==> config.mk <==
export PLATFORM = sky130hd
export DESIGN_NAME = mem_bus_arbiter
export DESIGN_NICKNAME = d
export VERILOG_FILES = /design/src/rtl/mem_bus_arbiter.sv
export SDC_FILE = /design/constraint.sdc
export NUM_CORES = 1
export LEC_CHECK = 0
export CAP_MARGIN = 20
export CELL_PAD_IN_SITES_DETAIL_PLACEMENT = 0
export CELL_PAD_IN_SITES_GLOBAL_PLACEMENT = 2
export CORE_ASPECT_RATIO = 0.8
export CORE_MARGIN = 2
export CORE_UTILIZATION = 20
export CTS_CLUSTER_DIAMETER = 50
export DETAILED_ROUTE_END_ITERATION = 16
export HOLD_SLACK_MARGIN = 0.02
export PLACE_DENSITY_LB_ADDON = 0.08
export SLEW_MARGIN = 10
export SYNTH_ARGS = -nofsm -noshare
export SYNTH_HDL_FRONTEND = slang
export SYNTH_SLANG_ARGS = --single-unit
==> constraint.sdc <==
create_clock -name clk -period 4.05 [get_ports clk]
set_clock_uncertainty 0.15 [all_clocks]
set_input_delay 0.405 -clock clk [delete_from_list [all_inputs] [get_ports clk]]
set_output_delay 0.405 -clock clk [all_outputs]
set_load 0.05 [all_outputs]
==> src/rtl/mem_bus_arbiter.sv <==
// N-master arbiter onto one shared two-phase SRAM-like bus, single outstanding transaction, fixed-priority or round-robin.
// Request-to-bus_req 1 cycle, request-to-done >= 2 cycles; ARB_PERF_CNT_EN adds per-master grant/wait counters.
module mem_bus_arbiter #(
   parameter int NUM_M    = 2,
   parameter int ADDR_W   = 32,
   parameter int DATA_W   = 32,
   parameter int ARB_MODE = 0
) (
   input  logic                      clk,
   input  logic                      rst,
   input  logic [NUM_M-1:0]          m_req,
   input  logic [NUM_M-1:0]          m_wr,
   input  logic [NUM_M*DATA_W/8-1:0] m_wstrb,
   input  logic [NUM_M*ADDR_W-1:0]   m_addr,
   input  logic [NUM_M*DATA_W-1:0]   m_wdata,
   output logic [DATA_W-1:0]         m_rdata,
   output logic [NUM_M-1:0]          m_done,
   output logic [NUM_M-1:0]          m_stall,
   output logic                      bus_req,
   output logic                      bus_wr,
   output logic [DATA_W/8-1:0]       bus_wstrb,
   output logic [ADDR_W-1:0]         bus_addr,
   output logic [DATA_W-1:0]         bus_wdata,
   input  logic                      bus_addr_ok,
   input  logic                      bus_data_ok,
   input  logic [DATA_W-1:0]         bus_rdata
`ifdef ARB_PERF_CNT_EN
   ,
   input  logic                      perf_clr,
   output logic [NUM_M*32-1:0]       perf_grant_cnt,
   output logic [NUM_M*32-1:0]       perf_wait_cnt
`endif
);
   localparam int SW = DATA_W / 8;
   localparam int IW = (NUM_M > 1) ? $clog2(NUM_M) : 1;

   typedef enum logic [1:0] {IDLE, ADDR, DATA} state_t;
   state_t state, state_nxt;

   logic [IW-1:0]    grant;
   logic [IW-1:0]    rr_ptr;
   logic [IW-1:0]    win_idx;
   logic             win_vld;
   logic [NUM_M-1:0] eligible;
   logic             take;
   logic             complete;

   function automatic logic [IW-1:0] wrap_idx(input int v);
      return IW'(v % NUM_M);
   endfunction

   // A master in its done cycle is masked so it cannot be re-granted back to back.
   assign eligible = m_req & ~m_done;
   assign m_stall  = m_req & ~m_done;
   assign bus_req  = (state == ADDR);

   always_comb begin
      win_vld = 1'b0;
      win_idx = '0;
      if (ARB_MODE == 0) begin
         for (int i = NUM_M - 1; i >= 0; i--) begin
            if (eligible[i]) begin
               win_vld = 1'b1;
               win_idx = IW'(i);
            end
         end
      end else begin
         // Walk backwards so the candidate closest after rr_ptr is written last.
         for (int s = NUM_M; s >= 1; s--) begin
            if (eligible[wrap_idx(int'(rr_ptr) + s)]) begin
               win_vld = 1'b1;
               win_idx = wrap_idx(int'(rr_ptr) + s);
            end
         end
      end
   end

   always_comb begin
      state_nxt = state;
      take      = 1'b0;
      complete  = 1'b0;
      case (state)
         IDLE: begin
            if (win_vld) begin
               take      = 1'b1;
               state_nxt = ADDR;
            end
         end
         ADDR: begin
            if (bus_addr_ok) begin
               if (bus_data_ok) begin
                  complete  = 1'b1;
                  state_nxt = IDLE;
               end else begin
                  state_nxt = DATA;
               end
            end
         end
         DATA: begin
            if (bus_data_ok) begin
               complete  = 1'b1;
               state_nxt = IDLE;
            end
         end
         default: state_nxt = IDLE;
      endcase
   end

   always_ff @(posedge clk) begin
      if (rst) begin
         state     <= IDLE;
         grant     <= '0;
         rr_ptr    <= IW'(NUM_M - 1);
         bus_wr    <= 1'b0;
         bus_wstrb <= '0;
         bus_addr  <= '0;
         bus_wdata <= '0;
         m_done    <= '0;
         m_rdata   <= '0;
      end else begin
         state  <= state_nxt;
         m_done <= '0;
         if (take) begin
            grant     <= win_idx;
            rr_ptr    <= win_idx;
            bus_wr    <= m_wr[win_idx];
            bus_wstrb <= m_wstrb[win_idx*SW +: SW];
            bus_addr  <= m_addr[win_idx*ADDR_W +: ADDR_W];
            bus_wdata <= m_wdata[win_idx*DATA_W +: DATA_W];
         end
         if (complete) begin
            m_done[grant] <= 1'b1;
            if (!bus_wr) begin
               m_rdata <= bus_rdata;
            end
         end
      end
   end

`ifdef ARB_PERF_CNT_EN
   logic [31:0] grant_cnt [NUM_M];
   logic [31:0] wait_cnt  [NUM_M];

   always_ff @(posedge clk) begin
      for (int i = 0; i < NUM_M; i++) begin
         if (rst || perf_clr) begin
            grant_cnt[i] <= '0;
            wait_cnt[i]  <= '0;
         end else begin
            if (take && (win_idx == IW'(i))) begin
               grant_cnt[i] <= grant_cnt[i] + 32'd1;
            end
            if (m_stall[i]) begin
               wait_cnt[i] <= wait_cnt[i] + 32'd1;
            end
         end
      end
   end

   for (genvar g = 0; g < NUM_M; g++) begin : g_perf
      assign perf_grant_cnt[g*32 +: 32] = grant_cnt[g];
      assign perf_wait_cnt[g*32 +: 32]  = wait_cnt[g];
   end
`endif

endmodule

After elaboration in Yosys (flattened, before gate mapping):

Cells that the tools add are included.

* output and inout port bits: 106
* register bits after elaboration: 106

* multiplexer cells: 17
* reductions and logical operators: 5
* $lt $le $gt $ge: 3
* shifts and indexed selects: 3
* equal/unequal tests: 5
* bitwise gates (word level): 4

Operator list (number)
* 64-bit by 7-bit variable part select with 32-bit output: 2
* 1-bit two-way mux: 10
* 2-bit two-way mux: 4
* 8-bit by 4-bit variable part select with 4-bit output: 1
* 2-bit one-hot mux with 3 select lines: 1
* 1-bit by 2-bit less-than comparator with 1-bit output (second input constant): 2
* 2-bit inequality test (second input constant): 2
* 3-bit AND reduction: 1
* 2-bit bitwise AND: 1
* 2-bit by 1-bit == test with 1-bit output (second input constant): 1
* 2-bit == test (second input constant): 1
* 2-bit logical NOT: 1
* 2-bit by 1-bit inequality test with 1-bit output (second input constant): 1
* 1-bit inverter: 2
* 2-bit inverter: 1
* 1-bit one-hot mux with 2 select lines: 1
* 2-bit AND reduction: 1
* 2-bit OR reduction: 1
* 1-bit demux with 1-bit select: 1
* 1-bit >= comparator (second input constant): 1
* 1-bit logical AND: 1

Logic depth before layout (Yosys ltp):

Gate-level depths: netlist (run 1).

* depth in word-level cells: 6
* mapped depth: 8
* mapped depth without buffers: 6

Worst setup path after synthesis (run 1):

OpenSTA, ideal clock, no wires.

* path kind: register to register
* start point: register state[1]
* end point: register m_rdata[2]
* arrival: 1.737 ns
* period minus slack after synthesis: 2.030 ns
* buffers on the path: 2
* cell stages (with the launch flop): 9
* slack: 2.020 ns
* library setup time: 0.143 ns
* required time: 3.757 ns
* cell sequence: dfxtp_1 -> inv_1 -> ha_1 -> a21oi_2 -> or3_1 -> buf_2 -> buf_6 -> nand2_1 -> a21oi_1

* cells in the longest elaborated chain, start to end: 3
* elaborated cells between the ends (all ways): 4
* those cells by class: 2 x eq/ne; 1 x mux; 1 x reduce/logical

Ends and longest elaborated chain
* start: declaration: RTL line 38 `state_t state, state_nxt;`
* start signal: assignment: RTL line 121 `state <= state_nxt;`
* 2-bit by 1-bit == test with 1-bit output
* named net bus_req: RTL line 19 `output logic bus_req,`
* 1-bit one-hot mux with 2 select lines: RTL line 82 `case (state)`
* 2-bit AND reduction (no source line)
* end signal: assignment: RTL line 134 `m_rdata <= bus_rdata;`
* end: declaration: RTL line 16 `output logic [DATA_W-1:0] m_rdata,`

The timed path passes the listed nets, and every way through them passes these cells.
A chain may end at the register's enable or synchronous reset.

Worst setup path in the final report (run 1):

* start point: input m_req[0]
* end point: output m_stall[0]

* cells in the longest elaborated chain, start to end: 1

Ends and longest elaborated chain
* start: declaration: RTL line 11 `input logic [NUM_M-1:0] m_req,`
* 2-bit bitwise AND: RTL line 54 `assign m_stall = m_req & ~m_done;`
* end: declaration: RTL line 18 `output logic [NUM_M-1:0] m_stall,`

Every way passes these cells.

==> results.ini, run 1 <==
[outcome]
run_status = completed

[floorplanning]
dieArea_mm2 = 0.0228
die_h_um = 136
row_count = 48
pin_count = 282
core_mm2 = 0.0214
start_util_pct = 20.2
die_x_um = 168

[cts]
cts_hold_buf = 0
insertion_delay_ps = 350
root_buffer = clkbuf_16
cts-buffers-inserted = 9
clock_sinks = 106
cts_buffer_depth = 2
post_cts_resized = 0
clk_pin_slew_ps = 70
postCtsSetupBuffers = 0
htreeDepth = 3
cts_tree = done

[timing]
relSlewSlack_pct = 30.1
fmax_mhz = 401
drv_slew = 0
period_needed_ps = 2490
rsz0062_at_grt = false
finalSetupViolations = 0
finalCritPeriodShare_pct = 61.5
final_hold_viol_count = 0
tightestPinTransition_ps = 1050
hold_slack_ps = 306
finalSetupTns_ps = 0

[power_and_ir_drop]
intPower_mw = 2.02
p_sw_share_pct = 36.8
vdd_ir_drop_max_mv = 0.224
power.density_mw_per_mm2 = 418
p_leak_nw = 2.68
p_comb_share_pct = 34.8
seq_power_share_pct = 37.7
power.switching_mw = 1.17
p_clk_share_pct = 27.6

[logic_synthesis]
syn_area_per_cell_um2 = 7.81
synth_cells = 554
yosysMostFrequentCell = a21oi_1
synthTopCellsByCount = a21oi_1, nand2_1, dfxtp_1
ys_types = 32
synth_ff_type = dfxtp_1
yosys_warnings = 0
synth_top_area_share_pct = 49.0
synth_fp_nets = 733
synth_area_leaders = dfxtp_1, a21oi_1, nand2_1, o21ai_0, a211oi_2
synth_top_cell_by_area = dfxtp_1
synth_area_mm2 = 0.00433
synth-async-reset-ratio_pct = 0
ys_ff_latch = 106
synth_edf_count = 0
synth_seq_area_share_pct = 49.0

[worst_setup_path]
startpoint_type = primary input
required_ps = 3490
cp_max_fo = 4
worstSetupEndpointType = output port
rr_worst_depth = 6
critPathKind = primary input to output port
critPathArrivalTime_ps = 1940

[final_layout]
drive_gt1_share_pct = 5.53
area_growth_pct = 76.5
fillCellCount = 2191
nets = 988
fin_util_pct = 35.7
final_cells = 1089
diodes = 0

[detailed_routing]
vias = 4912
route.detailed.drc = 0
route.final.wire_length_mm = 18.0
ant_nets = 0
first_iter_violations = 261
drt_pass1_iterations = 4
wl_per_cell_um = 16.6
via_per_inst = 4.51

[placement]
hpwl_mm = 12.4
gp_congestion = 0.765
dp.cells = 1073
portBuffers = 281

[job]
max_cap_violations = 0

[grt]
grt_pass1_vias = 4841
grt_pass1_wl_mm = 27.1
met3_usage_pct = 5.29
gr-usage-met2_pct = 24.5
grt_util_met1_pct = 19.2
grt_util_all_layers_pct = 15.2
antenna_found_initial = 0
busiest_layer = met2
grt-ovfl-total = 0
grt_max_degree = 71

[min_path]
hp-class = flop to flop
hold_depth = 2

-- sequential cells by signal, summed over array words and instances, names as in the netlist --
register and flops:
bus_addr 32, m_rdata 32, bus_wstrb 4, m_done 2, grant 1, bus_wr 1, state 2, bus_wdata 32
-- layout by cell type (no fill, tap or decap), types with 2 or more instances in the layout --
master and instances:
clkdlybuf4s50_1 280, a21oi_1 160, nand2_1 135, dfxtp_1 106, o21ai_0 58, nor2_1 10, clkbuf_16 9, a211oi_2 8
buf_4 8, inv_2 3, o21ai_1 3, ha_1 3, inv_6 3, inv_1 2, nand2b_4 2, nor2b_1 2
-- power by group through the flow --
stage | logic [mW] | clock network [mW] | registers [mW]
after floorplan | 0.283 | 0 | 1.57
after global placement | 1.12 | 0 | 1.22
after detailed placement | 1.12 | 0 | 1.22
after CTS | 1.12 | 0.920 | 1.20
after global routing | 1.18 | 0.959 | 1.22
final | 1.11 | 0.879 | 1.20
-- metrics by stage --
stage          setup WS, ps  power, mW  instance area [µm²]
6_report               1560       3.19                 7640
3_5_place_dp           1410       2.34                 7350
4_1_cts                1550       3.24                 7640
5_1_grt                1430       3.35                 7640
3_3_place_gp           1420       2.34                 7350
2_1_floorplan          2020       1.86                 4330
-- layout make-up --
| cell class | instances | area (µm²) | area share [%] |
|---|---|---|---|
| multi-input combinational | 397 | 1980 | 25.9 |
| timing repair buffer | 290 | 2890 | 37.8 |
| tap | 275 | 344 | 4.51 |
| clock inverter | 6 | 47.5 | 0.623 |
| sequential | 106 | 2120 | 27.8 |
| clock buffer | 10 | 239 | 3.13 |
| inverter | 5 | 18.8 | 0.246 |
-- worst paths after layout --
kind	startpoint	endpoint	slack [ps]
worst max-delay path	m_req[0]	m_stall[0]	1560
worst min-delay path	m_rdata[2]	m_rdata[2]	310
worst max register to register	state[0]	bus_wstrb[1]	1690
worst min register to register	m_rdata[2]	m_rdata[2]	310
-- logic make-up (layout without fill, tap and decap cells) --
group / after synthesis / after routing / share of synthesized area, %
compound gates: 237 / 237 / 29.6
simple gates: 157 / 157 / 14.8
flops: 106 / 106 / 49.0
buf+inv: 51 / 311 / 5.70
fa+ha+maj: 3 / 3 / 0.867
-- worst max-delay path: stages --
cell and delay (ps):
clkdlybuf4s50_1 510, nand2b_4 90, inv_2 120, clkdlybuf4s50_1 820
-- routing by layer --
layer	vias to the layer above	part of all wire, %
met5	-	0
met4	0	1.8
met3	19	8.5
met2	191	46
met1	2309	44
li1	2393	-
Power figures use the tool's default switching activity.
==> inputs of run 2 (changes only) <==
CORE_UTILIZATION = 16   (was 20)
clock period = 2.1 ns   (was 4.05 ns; I/O delays follow)
==> results.ini, run 2 (synthesized netlist as in run 1, its figures left out) <==
[timing]
finalSetupTns_ps = 0  ; unchanged
finalSetupViolations = 0  ; unchanged
relSlewSlack_pct = 60.2  ; +30 points
tightestPinTransition_ps = 593  ; -456 ps
finalCritPeriodShare_pct = 90.4
hold_slack_ps = 160  ; -146 ps
final_hold_viol_count = 0  ; unchanged
rsz0062_at_grt = false
fmax_mhz = 527
period_needed_ps = 1900
drv_slew = 0  ; unchanged

[final_layout]
final_common_cell = clkdlybuf4s50_1
layout_common_cells = clkdlybuf4s50_1, a21oi_1, nand2_1
nets = 992  ; +0.40%
fin_area_mm2 = 0.00790  ; +3.5%
area_growth_pct = 82.6
reg_top3 = bus_addr: 32 flops, bus_wdata: 32 flops, m_rdata: 32 flops
drive_gt1_share_pct = 6.23  ; +0.71 points
fillCellCount = 2775  ; +27%
diodes = 0  ; unchanged

[detailed_routing]
route.final.wire_length_mm = 19.5  ; +8.2%
first_iter_violations = 173  ; -34%
via_per_inst = 4.11  ; -8.8%
route.detailed.drc = 0  ; unchanged
ant_nets = 0  ; unchanged
wl_per_cell_um = 16.6  ; +0.25%
vias = 4835  ; -1.6%
drt_pass1_iterations = 4  ; unchanged

[power_and_ir_drop]
power.switching_mw = 2.29  ; +95%
p_comb_share_pct = 35.4  ; +0.6 points
p_sw_share_pct = 36.5  ; -0.24 points
seq_power_share_pct = 37.1  ; -0.6 points
power.density_mw_per_mm2 = 792  ; +90%
vdd_ir_drop_max_mv = 0.325  ; +45%
p_clk_share_pct = 27.6  ; about the same
p_total_mw = 6.26  ; +96%
intPower_mw = 3.97  ; +97%
p_leak_nw = 2.75  ; +2.6%

[worst_setup_path]
critPathKind = flop to output port
startpoint_type = flop
required_ps = 1740  ; -1750 ps
crit_chain = clkdlybuf4s50_1
worstSetupEndpointType = output port
rr_startpoint = state[1]
cpMaxStageDelayCell = clkdlybuf4s50_1
critPathArrivalTime_ps = 1540  ; -400 ps
cp.buffers_inverters = 1  ; -2
cpLargestDelayFamily = buffers and inverters
crit_start = bus_addr[31]
cp_max_fo = 2  ; -2
critical-path-max-stage-delay_ps = 840  ; +20 ps

[outcome]
run_status = completed

[floorplanning]
start_util_pct = 16.4  ; -3.9 points
core_mm2 = 0.0265  ; +24%
die_h_um = 151  ; +11%
dieArea_mm2 = 0.0284  ; +24%
pin_count = 282  ; unchanged
row_count = 53  ; +10%
die_x_um = 188  ; +12%

[grt]
antenna_found_initial = 0  ; unchanged
grt_pass1_vias = 4911  ; +1.4%
grt_pass1_wl_mm = 29.2  ; +7.9%
grt_util_all_layers_pct = 13.4  ; -1.8 points
grt-ovfl-total = 0  ; unchanged
grt_max_degree = 64  ; -9.9%

[cts]
post_cts_resized = 0  ; unchanged
cts-buffers-inserted = 9  ; unchanged
clock_sinks = 106  ; unchanged
clk_pin_slew_ps = 80  ; about the same
postCtsSetupBuffers = 0  ; unchanged
cts_buffer_depth = 2  ; unchanged
cts_hold_buf = 0  ; unchanged
root_buffer = clkbuf_16
cts_tree = done
htreeDepth = 3  ; unchanged
insertion_delay_ps = 340  ; about the same

[placement]
portBuffers = 281  ; unchanged
hpwl_mm = 13.7  ; +10%
place_area_mm2 = 0.00761  ; +3.5%
gp_congestion = 0.786  ; +2.8%

[min_path]
hp-start = rst
hp-class = primary input to flop

[job]
max_cap_violations = 0  ; unchanged

==> run 2: through the flow <==
step	util (%)	setup WS (ps)	instances
finish	29.9	202	1175
global route	29.9	89.2	1175
CTS	29.9	164	1175
detailed placement	28.8	65.2	1159
global placement	28.8	99.3	1159
floorplan	-	70.1	554
==> run 2: routing by layer <==
metal | part of all wire [%] | global-route usage (%) | vias up
met5 | 0 | 0 | -
met4 | 1.5 | 3.62 | 0
met3 | 8.2 | 4.94 | 18
met2 | 45 | 21.7 | 187
met1 | 45 | 16.9 | 2214
li1 | - | - | 2416
==> run 2: worst paths after layout <==
kind | end | slack, ps | cells after the start
hold / removal | grant | 160 | 2
setup / recovery | bus_addr[31] | 200 | 1
hold reg to reg | m_done[0] | 300 | 1
setup reg to reg | state[0] | 230 | 6
==> run 2: power by group through the flow <==
stage	clock network, mW	registers [mW]	logic, mW
CTS	1.84	2.32	2.24
detailed placement	0	2.36	2.24
floorplan	0	3.04	0.545
global route	1.91	2.35	2.35
finish	1.73	2.32	2.21
global placement	0	2.36	2.23
==> run 2: cell type report <==
| type | count | area (µm²) | share of cell area, % |
|---|---|---|---|
| Sequential cell | 106 | 2120 | 26.9 |
| Tap cell | 357 | 447 | 5.65 |
| Inverter | 5 | 18.8 | 0.238 |
| Clock buffer | 12 | 256 | 3.25 |
| Multi-Input combinational cell | 397 | 1980 | 25.0 |
| Timing Repair Buffer | 294 | 3050 | 38.5 |
| Clock inverter | 4 | 33.8 | 0.428 |
==> inputs of run 3 (changes only) <==
GPL_ROUTABILITY_DRIVEN = 0   (was default)
==> results of run 3 <==
No change in the layout: final DEF, timing and power equal those of run 2.
